$ cat config.mk
export PLATFORM = sky130hd
export DESIGN_NAME = puf_crp_sequencer
export DESIGN_NICKNAME = d
export VERILOG_FILES = /design/src/rtl/puf_crp_sequencer.sv
export SDC_FILE = /design/constraint.sdc
export NUM_CORES = 1
export LEC_CHECK = 0
export ABC_AREA = 1
export CAP_MARGIN = 0
export CELL_PAD_IN_SITES_DETAIL_PLACEMENT = 1
export CELL_PAD_IN_SITES_GLOBAL_PLACEMENT = 1
export CORE_MARGIN = 4
export CORE_UTILIZATION = 30
export DETAILED_ROUTE_END_ITERATION = 6
export PLACE_DENSITY = 0.8
export SLEW_MARGIN = 20
export SYNTH_ARGS = -nofsm -noshare
export SYNTH_HDL_FRONTEND = slang
export SYNTH_SLANG_ARGS = --single-unit
$ cat constraint.sdc
create_clock -name clk -period 1.1 [get_ports clk]
set_input_delay 0.11 -clock clk [delete_from_list [all_inputs] [get_ports clk]]
set_output_delay 0.11 -clock clk [all_outputs]
set_load 0.005 [all_outputs]
$ cat src/rtl/puf_crp_sequencer.sv
// Challenge/response sequencer for an arbiter PUF: LFSR challenges, ARM/FIRE race pulse,
// synchronised response capture and valid/ready hand-off of N_RESP-bit words.
module puf_crp_sequencer #(
    parameter int C_LENGTH = 8,
    parameter int N_RESP   = 8,
    parameter int SETTLE   = 4
) (
    input  logic                clk,
    input  logic                rst,
    input  logic                istart,
    input  logic                ireseed,
    input  logic [C_LENGTH-1:0] iseed,
    output logic [C_LENGTH-1:0] ochallenge,
    output logic                opulse,
    input  logic                iresponse,
    output logic [N_RESP-1:0]   oword,
    output logic                ovalid,
    input  logic                iready,
    output logic                obusy
);

    typedef enum logic [2:0] {S_IDLE, S_ARM, S_FIRE, S_SAMPLE, S_OUT} state_t;

    localparam int CW = $clog2(SETTLE + 2);
    localparam int BW = $clog2(N_RESP + 1);
    localparam logic [CW-1:0] PH_LAST  = CW'(SETTLE - 1);
    localparam logic [CW-1:0] SMP_LAST = CW'(1);
    localparam logic [BW-1:0] BIT_LAST = BW'(N_RESP - 1);
    localparam logic [C_LENGTH-1:0] ONE = C_LENGTH'(1);

    // Maximal-length Fibonacci tap masks, bit i set means c[i] feeds the XOR.
    function automatic logic [31:0] tap_mask(input int n);
        case (n)
            4:       tap_mask = 32'h0000_000C;
            5:       tap_mask = 32'h0000_0014;
            6:       tap_mask = 32'h0000_0030;
            7:       tap_mask = 32'h0000_0060;
            8:       tap_mask = 32'h0000_00B8;
            9:       tap_mask = 32'h0000_0110;
            10:      tap_mask = 32'h0000_0240;
            12:      tap_mask = 32'h0000_0829;
            16:      tap_mask = 32'h0000_D008;
            default: tap_mask = (32'd1 << (n - 1)) | (32'd1 << (n - 2));
        endcase
    endfunction

    localparam logic [31:0]         TAPS  = tap_mask(C_LENGTH);
    localparam logic [C_LENGTH-1:0] TAP_V = TAPS[C_LENGTH-1:0];

    state_t              r_state, w_state_nxt;
    logic [CW-1:0]       r_cnt;
    logic [BW-1:0]       r_bit;
    logic [1:0]          r_sync;
    logic [C_LENGTH-1:0] r_chal;
    logic [N_RESP-1:0]   r_word;
    logic                r_pulse, r_valid;

    logic                w_load, w_shift, w_phase_end, w_fb;
    logic [C_LENGTH-1:0] w_seed, w_lfsr_nxt;

    assign w_fb       = ^(r_chal & TAP_V);
    assign w_lfsr_nxt = {r_chal[C_LENGTH-2:0], w_fb};
    assign w_seed     = (iseed == '0) ? ONE : iseed;

    always_ff @(posedge clk) begin
        if (rst) r_state <= S_IDLE;
        else     r_state <= w_state_nxt;
    end

    always_comb begin
        w_state_nxt = r_state;
        w_load      = 1'b0;
        w_shift     = 1'b0;
        w_phase_end = 1'b0;
        case (r_state)
            S_IDLE: begin
                if (istart) begin
                    w_state_nxt = S_ARM;
                    w_load      = ireseed;
                end
            end
            S_ARM: begin
                if (r_cnt == PH_LAST) begin
                    w_state_nxt = S_FIRE;
                    w_phase_end = 1'b1;
                end
            end
            S_FIRE: begin
                if (r_cnt == PH_LAST) begin
                    w_state_nxt = S_SAMPLE;
                    w_phase_end = 1'b1;
                end
            end
            S_SAMPLE: begin
                // Two extra cycles let the response clear the synchroniser.
                if (r_cnt == SMP_LAST) begin
                    w_phase_end = 1'b1;
                    w_shift     = 1'b1;
                    w_state_nxt = (r_bit == BIT_LAST) ? S_OUT : S_ARM;
                end
            end
            S_OUT: begin
                if (iready) w_state_nxt = S_IDLE;
            end
            default: w_state_nxt = S_IDLE;
        endcase
    end

    always_ff @(posedge clk) begin
        if (rst) begin
            r_sync  <= '0;
            r_cnt   <= '0;
            r_bit   <= '0;
            r_chal  <= ONE;
            r_word  <= '0;
            r_pulse <= 1'b0;
            r_valid <= 1'b0;
        end else begin
            r_sync  <= {r_sync[0], iresponse};
            r_pulse <= (w_state_nxt == S_FIRE) || (w_state_nxt == S_SAMPLE);
            r_valid <= (w_state_nxt == S_OUT);
            if (w_phase_end || r_state == S_IDLE || r_state == S_OUT) r_cnt <= '0;
            else                                                      r_cnt <= r_cnt + CW'(1);
            if (w_load)       r_chal <= w_seed;
            else if (w_shift) r_chal <= w_lfsr_nxt;
            if (w_shift) begin
                r_word <= {r_word[N_RESP-2:0], r_sync[1]};
                r_bit  <= (r_bit == BIT_LAST) ? '0 : r_bit + BW'(1);
            end
        end
    end

    assign ochallenge = r_chal;
    assign opulse     = r_pulse;
    assign oword      = r_word;
    assign ovalid     = r_valid;
    assign obusy      = (r_state != S_IDLE);

endmodule
### Word-level counts from Yosys, hierarchy flattened

Index checks and enable logic that the tools add are counted.
W data, S select, Z words.

| word-level totals | value |
|---|---|
| register bits | 30 |
| output and inout port bits | 19 |
| word-level logic and storage cells | 47 |

| cells by class | value |
|---|---|
| add/sub/neg operators | 2 |
| equal/unequal tests | 10 |
| mux-type cells | 17 |
| reductions and logical operators | 10 |

Operators by type and width:

| operator | count |
|---|---|
| $mux W8 | 3 |
| $mux W3 | 6 |
| $eq A3 B2 Y1 const B | 5 |
| $pmux W3 S5 | 1 |
| $logic_not A8 Y1 | 1 |
| $reduce_xor A8 Y1 | 1 |
| $eq A3 B1 Y1 const B | 2 |
| $eq A3 B3 Y1 const B | 2 |
| $mux W1 | 5 |
| $add A4 B1 Y4 const B | 1 |
| $eq A4 B3 Y1 const B | 1 |
| $mux W4 | 1 |
| $reduce_or A2 Y1 | 2 |
| $add A3 B1 Y3 const B | 1 |
| $logic_not A3 Y1 | 1 |
| $logic_or A1 B1 Y1 | 3 |
| $reduce_bool A3 Y1 | 1 |
| $pmux W1 S2 | 1 |
| $reduce_bool A2 Y1 | 1 |

### Longest topological paths before layout

| depth | value |
|---|---|
| depth in word-level cells | 6 |
| mapped depth | 9 |
| gate-level depth less buffers | 9 |

### Worst setup path before layout

Ideal clock, no wire load.

| path | value |
|---|---|
| path kind | register to register |
| start point | register r_cnt[1] |
| end point | register r_chal[6] (netlist: ochallenge[6]) |
| arrival time | 1.029 ns |
| required time | 0.972 ns |
| slack | -0.056 ns |
| stages on the path, launching flop included | 10 |
| period minus slack after synthesis | 1.156 ns |
| cell sequence | dfxtp_1 inv_1 ha_1 nand2_1 nor2_2 buf_4 nand2_1 nand2_1 nor2_1 nor2_1 |

| on the way | value |
|---|---|
| cells in the longest elaborated chain, start to end | 4 |

Ends and longest elaborated chain:

| item | RTL line | source |
|---|---|---|
| start, declared | 51 | `logic [CW-1:0] r_cnt;` |
| start signal, assigned | 123 | `else r_cnt <= r_cnt + CW'(1);` |
| $eq A3 B1 Y1 | 96 | `if (r_cnt == SMP_LAST) begin` |
| $mux W1 | 96 |  |
| $mux W1 | 75 | `case (r_state)` |
| $reduce_bool A2 Y1 (no line) | -- |  |
| end signal, assigned | 124 | `if (w_load) r_chal <= w_seed;` |
| end signal, assigned | 125 | `else if (w_shift) r_chal <= w_lfsr_nxt;` |
| end, declared | 54 | `logic [C_LENGTH-1:0] r_chal;` |

Every way passes these cells.
A chain may end at the register's enable or synchronous reset.

### Worst setup path after layout

| path | value |
|---|---|
| start point | register r_cnt[0] |
| end point | register r_chal[5] (netlist: ochallenge[5]) |

Same word-level chain as after synthesis.

==> impl_results.html <==
<table>
<tr><th>Metric</th><th>Value</th></tr>
<tr><th colspan="2">Outcome</th></tr>
<tr><td>Run status</td><td>finished, violations left</td></tr>
<tr><td>Failing checks</td><td>setup timing</td></tr>
<tr><th colspan="2">Place</th></tr>
<tr><td>Detailed Place HPWL</td><td>3070 um</td></tr>
<tr><td>Weighted congestion reported at the end of routability-driven placement</td><td>0.766</td></tr>
<tr><td>Post-Place Cells</td><td>311</td></tr>
<tr><td>Port Buffers</td><td>32</td></tr>
<tr><th colspan="2">Clock tree</th></tr>
<tr><td>Clk_lat worst skew</td><td>290 ps</td></tr>
<tr><td>Clk pin slew, worst setup/hold paths</td><td>60 ps</td></tr>
<tr><td>Clock tree from TritonCTS</td><td>built</td></tr>
<tr><td>Post-CTS Hold Fix Bufs</td><td>0</td></tr>
<tr><td>Sinks on Clock Net</td><td>30</td></tr>
<tr><td>CTS max path bufs</td><td>2</td></tr>
<tr><td>Max H-tree Level</td><td>2</td></tr>
<tr><td>CTS root buffer</td><td>sky130_fd_sc_hd__clkbuf_8</td></tr>
<tr><td>Total clock buffers created by CTS</td><td>5</td></tr>
<tr><th colspan="2">Yosys</th></tr>
<tr><td>Most common cell in the netlist</td><td>sky130_fd_sc_hd__nor2_1</td></tr>
<tr><td>Most common flop cell mapped by yosys</td><td>sky130_fd_sc_hd__dfxtp_1</td></tr>
<tr><td>Multiplexer share of the synthesized area</td><td>0%</td></tr>
<tr><td>Compound-Gate Fraction of Synth Area</td><td>6.54%</td></tr>
<tr><td>Cell type with the highest aggregate area in the netlist</td><td>sky130_fd_sc_hd__dfxtp_1</td></tr>
<tr><td>Fraction of registers with async set/reset</td><td>0%</td></tr>
<tr><td>Total nets after synthesis</td><td>229</td></tr>
<tr><td>Leading post-synthesis cells by instance count</td><td>sky130_fd_sc_hd__nor2_1, sky130_fd_sc_hd__nand2_1, sky130_fd_sc_hd__dfxtp_1, sky130_fd_sc_hd__inv_1, sky130_fd_sc_hd__nand3_1</td></tr>
<tr><td>Post-synthesis register bit count</td><td>30</td></tr>
<tr><td>Count of flip-flops with a built-in enable after synthesis</td><td>0</td></tr>
<tr><td>Area of the mapped netlist</td><td>1400 um^2</td></tr>
<tr><td>Gate count after technology mapping</td><td>211</td></tr>
<tr><td>Sequential cell area fraction in the yosys report</td><td>43.0%</td></tr>
<tr><td>Netlist cell types</td><td>21</td></tr>
<tr><td>Synth Area per Inst</td><td>6.62 um^2</td></tr>
<tr><td>Xor and xnor fraction of the mapped netlist area</td><td>0%</td></tr>
<tr><td>Yosys warning total</td><td>0</td></tr>
<tr><td>Simple-Gate Fraction of Synth Area</td><td>37.6%</td></tr>
<tr><td>Leading post-synthesis cells by cell area</td><td>sky130_fd_sc_hd__dfxtp_1, sky130_fd_sc_hd__nor2_1, sky130_fd_sc_hd__nand2_1, sky130_fd_sc_hd__inv_1, sky130_fd_sc_hd__nand3_1</td></tr>
<tr><td>Synth Area in Adders</td><td>3.58%</td></tr>
<tr><td>Share of Yosys cell area claimed by the top area cell type</td><td>43.0%</td></tr>
<tr><td>Combinational family with the most area after synthesis</td><td>simple AND/OR/NAND/NOR gates</td></tr>
<tr><th colspan="2">Timing</th></tr>
<tr><td>Transition time of the tightest slew-check pin</td><td>404 ps</td></tr>
<tr><td>Period utilization</td><td>128%</td></tr>
<tr><td>Worst hold-check slack</td><td>330 ps</td></tr>
<tr><td>Headroom to the max-slew limit</td><td>72.8%</td></tr>
<tr><td>Final-report setup violation count</td><td>29</td></tr>
<tr><td>RSZ-0062 raised after global routing</td><td>true</td></tr>
<tr><td>Post-Route Skew</td><td>5.98 ps</td></tr>
<tr><td>Highest clock rate</td><td>713 MHz</td></tr>
<tr><td>Final worst slack</td><td>-303 ps</td></tr>
<tr><td>Number of hold violations in the final report</td><td>0</td></tr>
<tr><td>Final critical delay including setup and external delays</td><td>1400 ps</td></tr>
<tr><td>Number of slew-limit violations in the final report</td><td>0</td></tr>
<tr><td>Setup TNS</td><td>-5820 ps</td></tr>
<tr><th colspan="2">Worst setup path</th></tr>
<tr><td>Cell depth of the worst flop-to-flop path</td><td>8</td></tr>
<tr><td>Worst-case register-to-register setup slack</td><td>-300 ps</td></tr>
<tr><td>Type of the worst setup path</td><td>flop to flop</td></tr>
<tr><td>Most Frequent Cell on Critical Path</td><td>sky130_fd_sc_hd__nor2_1</td></tr>
<tr><td>Reg2reg start</td><td>r_cnt[0]</td></tr>
<tr><td>Required time of the worst setup path</td><td>1320 ps</td></tr>
<tr><td>Delay of the slowest cell on the worst path</td><td>380 ps</td></tr>
<tr><td>Data arrival time of the worst path</td><td>1620 ps</td></tr>
<tr><td>Origin of the worst setup path</td><td>r_cnt[0]</td></tr>
<tr><td>Master of the slowest instance on the critical path</td><td>sky130_fd_sc_hd__dfxtp_4</td></tr>
<tr><td>Reg-to-reg endpoint</td><td>ochallenge[5]</td></tr>
<tr><td>Element type at the critical path start</td><td>flop</td></tr>
<tr><td>Crit path cell chain</td><td>ha_4 &gt; nand2_4 &gt; nor2_4 &gt; clkbuf_16 &gt; nand2_2 &gt; nand2_1 &gt; nor2_1 &gt; nor2_1</td></tr>
<tr><td>Highest fanout seen on the critical path</td><td>5</td></tr>
<tr><td>Type of element capturing the critical path</td><td>flop</td></tr>
<tr><th colspan="2">Pwr</th></tr>
<tr><td>Worst voltage drop across the vdd grid</td><td>0.000632 V</td></tr>
<tr><td>Static leakage power</td><td>0.00119 uW</td></tr>
<tr><td>Power density relative to cell area</td><td>1080 nW/um^2</td></tr>
<tr><th colspan="2">Detailed routing</th></tr>
<tr><td>Routed wirelength normalized by instance count</td><td>18.1 um</td></tr>
<tr><td>Vias after detailed routing</td><td>1,698</td></tr>
<tr><td>Detail Route Antenna Nets</td><td>0</td></tr>
<tr><td>Initial DRC Count</td><td>81</td></tr>
<tr><td>Post-route DRC</td><td>0</td></tr>
<tr><td>Via count normalized by instance count</td><td>5.07</td></tr>
<tr><td>Total detailed-routing wirelength</td><td>6080 um</td></tr>
<tr><td>First-pass DRT Iterations</td><td>4</td></tr>
<tr><th colspan="2">GRT</th></tr>
<tr><td>Global-route wire length before repair</td><td>8630 um</td></tr>
<tr><td>Number of antenna violations at the first check in global routing</td><td>0</td></tr>
<tr><td>Number of global-route vias before repair</td><td>1,800</td></tr>
<tr><td>Tot GR Track Use</td><td>18.5%</td></tr>
<tr><td>Maximum number of pins on one net before global-route repair</td><td>12</td></tr>
<tr><td>Aggregate global routing overflow</td><td>0</td></tr>
<tr><th colspan="2">Floorplanning</th></tr>
<tr><td>Die W</td><td>76.3 um</td></tr>
<tr><td>Die area</td><td>5810 um^2</td></tr>
<tr><td>Starting density of the core</td><td>31.4%</td></tr>
<tr><td>Core region area</td><td>4440 um^2</td></tr>
<tr><td>Io pins</td><td>33</td></tr>
<tr><td>Number of core rows</td><td>24</td></tr>
<tr><td>Die Span Y</td><td>76.3 um</td></tr>
<tr><th colspan="2">Cells and area</th></tr>
<tr><td>Final cell count without fillers</td><td>335</td></tr>
<tr><td>Number of inserted filler cells in the final layout</td><td>539</td></tr>
<tr><td>Syn-to-layout area delta</td><td>76.0%</td></tr>
<tr><td>N_diodes</td><td>0</td></tr>
<tr><td>Final Net Count</td><td>301</td></tr>
<tr><td>Fraction of final layout cells with drive strength greater than 1</td><td>42.0%</td></tr>
<tr><th colspan="2">Min path</th></tr>
<tr><td>Hold WC Path Type</td><td>input port to flop</td></tr>
<tr><td>Hold Path End</td><td>r_sync[0]</td></tr>
<tr><td>Hold path cells</td><td>3</td></tr>
<tr><td>Critical hold path startpoint</td><td>iresponse</td></tr>
<tr><th colspan="2">Flow run</th></tr>
<tr><td>Number of max-capacitance violations reported</td><td>0</td></tr>
</table>
## per-layer routing
layer  share of wire, %  vias up  GRT usage [%]
met4                2.7        0           9.24
met1                 40      824           19.0
li1                   -      794              -
met2                 54       60           35.3
met5                  0        -              0
met3                3.2       20           3.78
## what timing repair did
action / 4_1_cts / 5_1_grt
setup buffers: 9 / 5
gates cloned: 2 / 2
gates resized for setup: 88 / 32
pin swaps: 12 / 25
endpoints found under the setup margin: 47 / 29
## worst max-delay path by stage
stage                          to  slack, ps  cells past startpoint
global placement    ochallenge[3]       -230                      8
finish              ochallenge[5]       -300                      8
global route        ochallenge[3]       -340                      9
CTS                      r_cnt[0]       -180                      8
floorplan                r_bit[3]        -20                      8
detailed placement  ochallenge[3]       -280                      8
## metrics by stage
stage	area (um^2)	power, uW	setup WS [ps]	util (%)
floorplan	1420	1270	-24.3	-
global placement	1930	1430	-228	43.5
detailed placement	1930	1440	-276	43.5
CTS	2300	2620	-179	51.9
global route	2460	2730	-343	55.3
finish	2460	2650	-303	55.3
## kinds of logic after synthesis
kind of cell | Yosys count
AOI/OAI and AO/OA | 17
adders and majority gates | 4
buffers and inverters | 33
DFF | 30
and+or+nand+nor | 127
## placed cells by master (no fill, tap or decap)
cell	n
sky130_fd_sc_hd__o21ai_0	1
sky130_fd_sc_hd__a21oi_2	4
sky130_fd_sc_hd__dfxtp_2	16
sky130_fd_sc_hd__inv_4	1
sky130_fd_sc_hd__nor3_2	1
sky130_fd_sc_hd__nand3_1	13
sky130_fd_sc_hd__buf_6	5
sky130_fd_sc_hd__dlygate4sd2_1	18
sky130_fd_sc_hd__inv_2	5
sky130_fd_sc_hd__clkbuf_16	2
sky130_fd_sc_hd__nand2_1	32
sky130_fd_sc_hd__or2_4	1
sky130_fd_sc_hd__dfxtp_4	3
sky130_fd_sc_hd__nor2_2	7
sky130_fd_sc_hd__clkbuf_8	6
sky130_fd_sc_hd__inv_1	22
sky130_fd_sc_hd__clkdlybuf4s50_1	13
sky130_fd_sc_hd__buf_12	2
sky130_fd_sc_hd__nand2_2	8
sky130_fd_sc_hd__nand4_1	5
sky130_fd_sc_hd__nand3_2	3
sky130_fd_sc_hd__o21bai_1	1
sky130_fd_sc_hd__dfxtp_1	11
sky130_fd_sc_hd__or2_2	1
sky130_fd_sc_hd__o21ai_2	8
sky130_fd_sc_hd__nor2_1	44
sky130_fd_sc_hd__buf_4	29
sky130_fd_sc_hd__nor2_4	7
sky130_fd_sc_hd__o21ai_1	3
sky130_fd_sc_hd__ha_1	1
sky130_fd_sc_hd__ha_4	3
sky130_fd_sc_hd__clkbuf_2	1
sky130_fd_sc_hd__nand2_4	5
sky130_fd_sc_hd__bufinv_16	1
## critical path: cells and delay by family, from the launching register on
kind,cells,cell delay (ps)
AND/OR/NAND/NOR,6,600
flip-flops,1,380
buffers and inverters,1,190
adder cells (fa/ha/maj),1,140
## registers in the layout, summed over array words and instances (netlist names)
| signal | count |
|---|---|
| r_bit | 4 |
| r_cnt | 3 |
| r_state | 3 |
| ovalid | 1 |
| r_sync | 2 |
| ochallenge | 8 |
| opulse | 1 |
| oword | 8 |
## area by class of cell
class | instances | area, um^2 | area share [%]
Clock buffer | 6 | 82.6 | 3.36
Clock inverter | 1 | 30.0 | 1.22
Inverter | 28 | 108 | 4.37
Multi-Input combinational cell | 148 | 886 | 36.0
Sequential cell | 30 | 632 | 25.7
Tap cell | 52 | 65.1 | 2.64
Timing Repair Buffer | 70 | 657 | 26.7
## power breakdown
group	switching, uW	internal (uW)	leakage (uW)	total (uW)
logic	182	171	0.000881	353
registers	25.1	1110	0.000252	1140
clock network	442	724	0.0000573	1170
total	649	2000	0.00119	2650
Note: power is estimated with default switching activity, not from simulation.
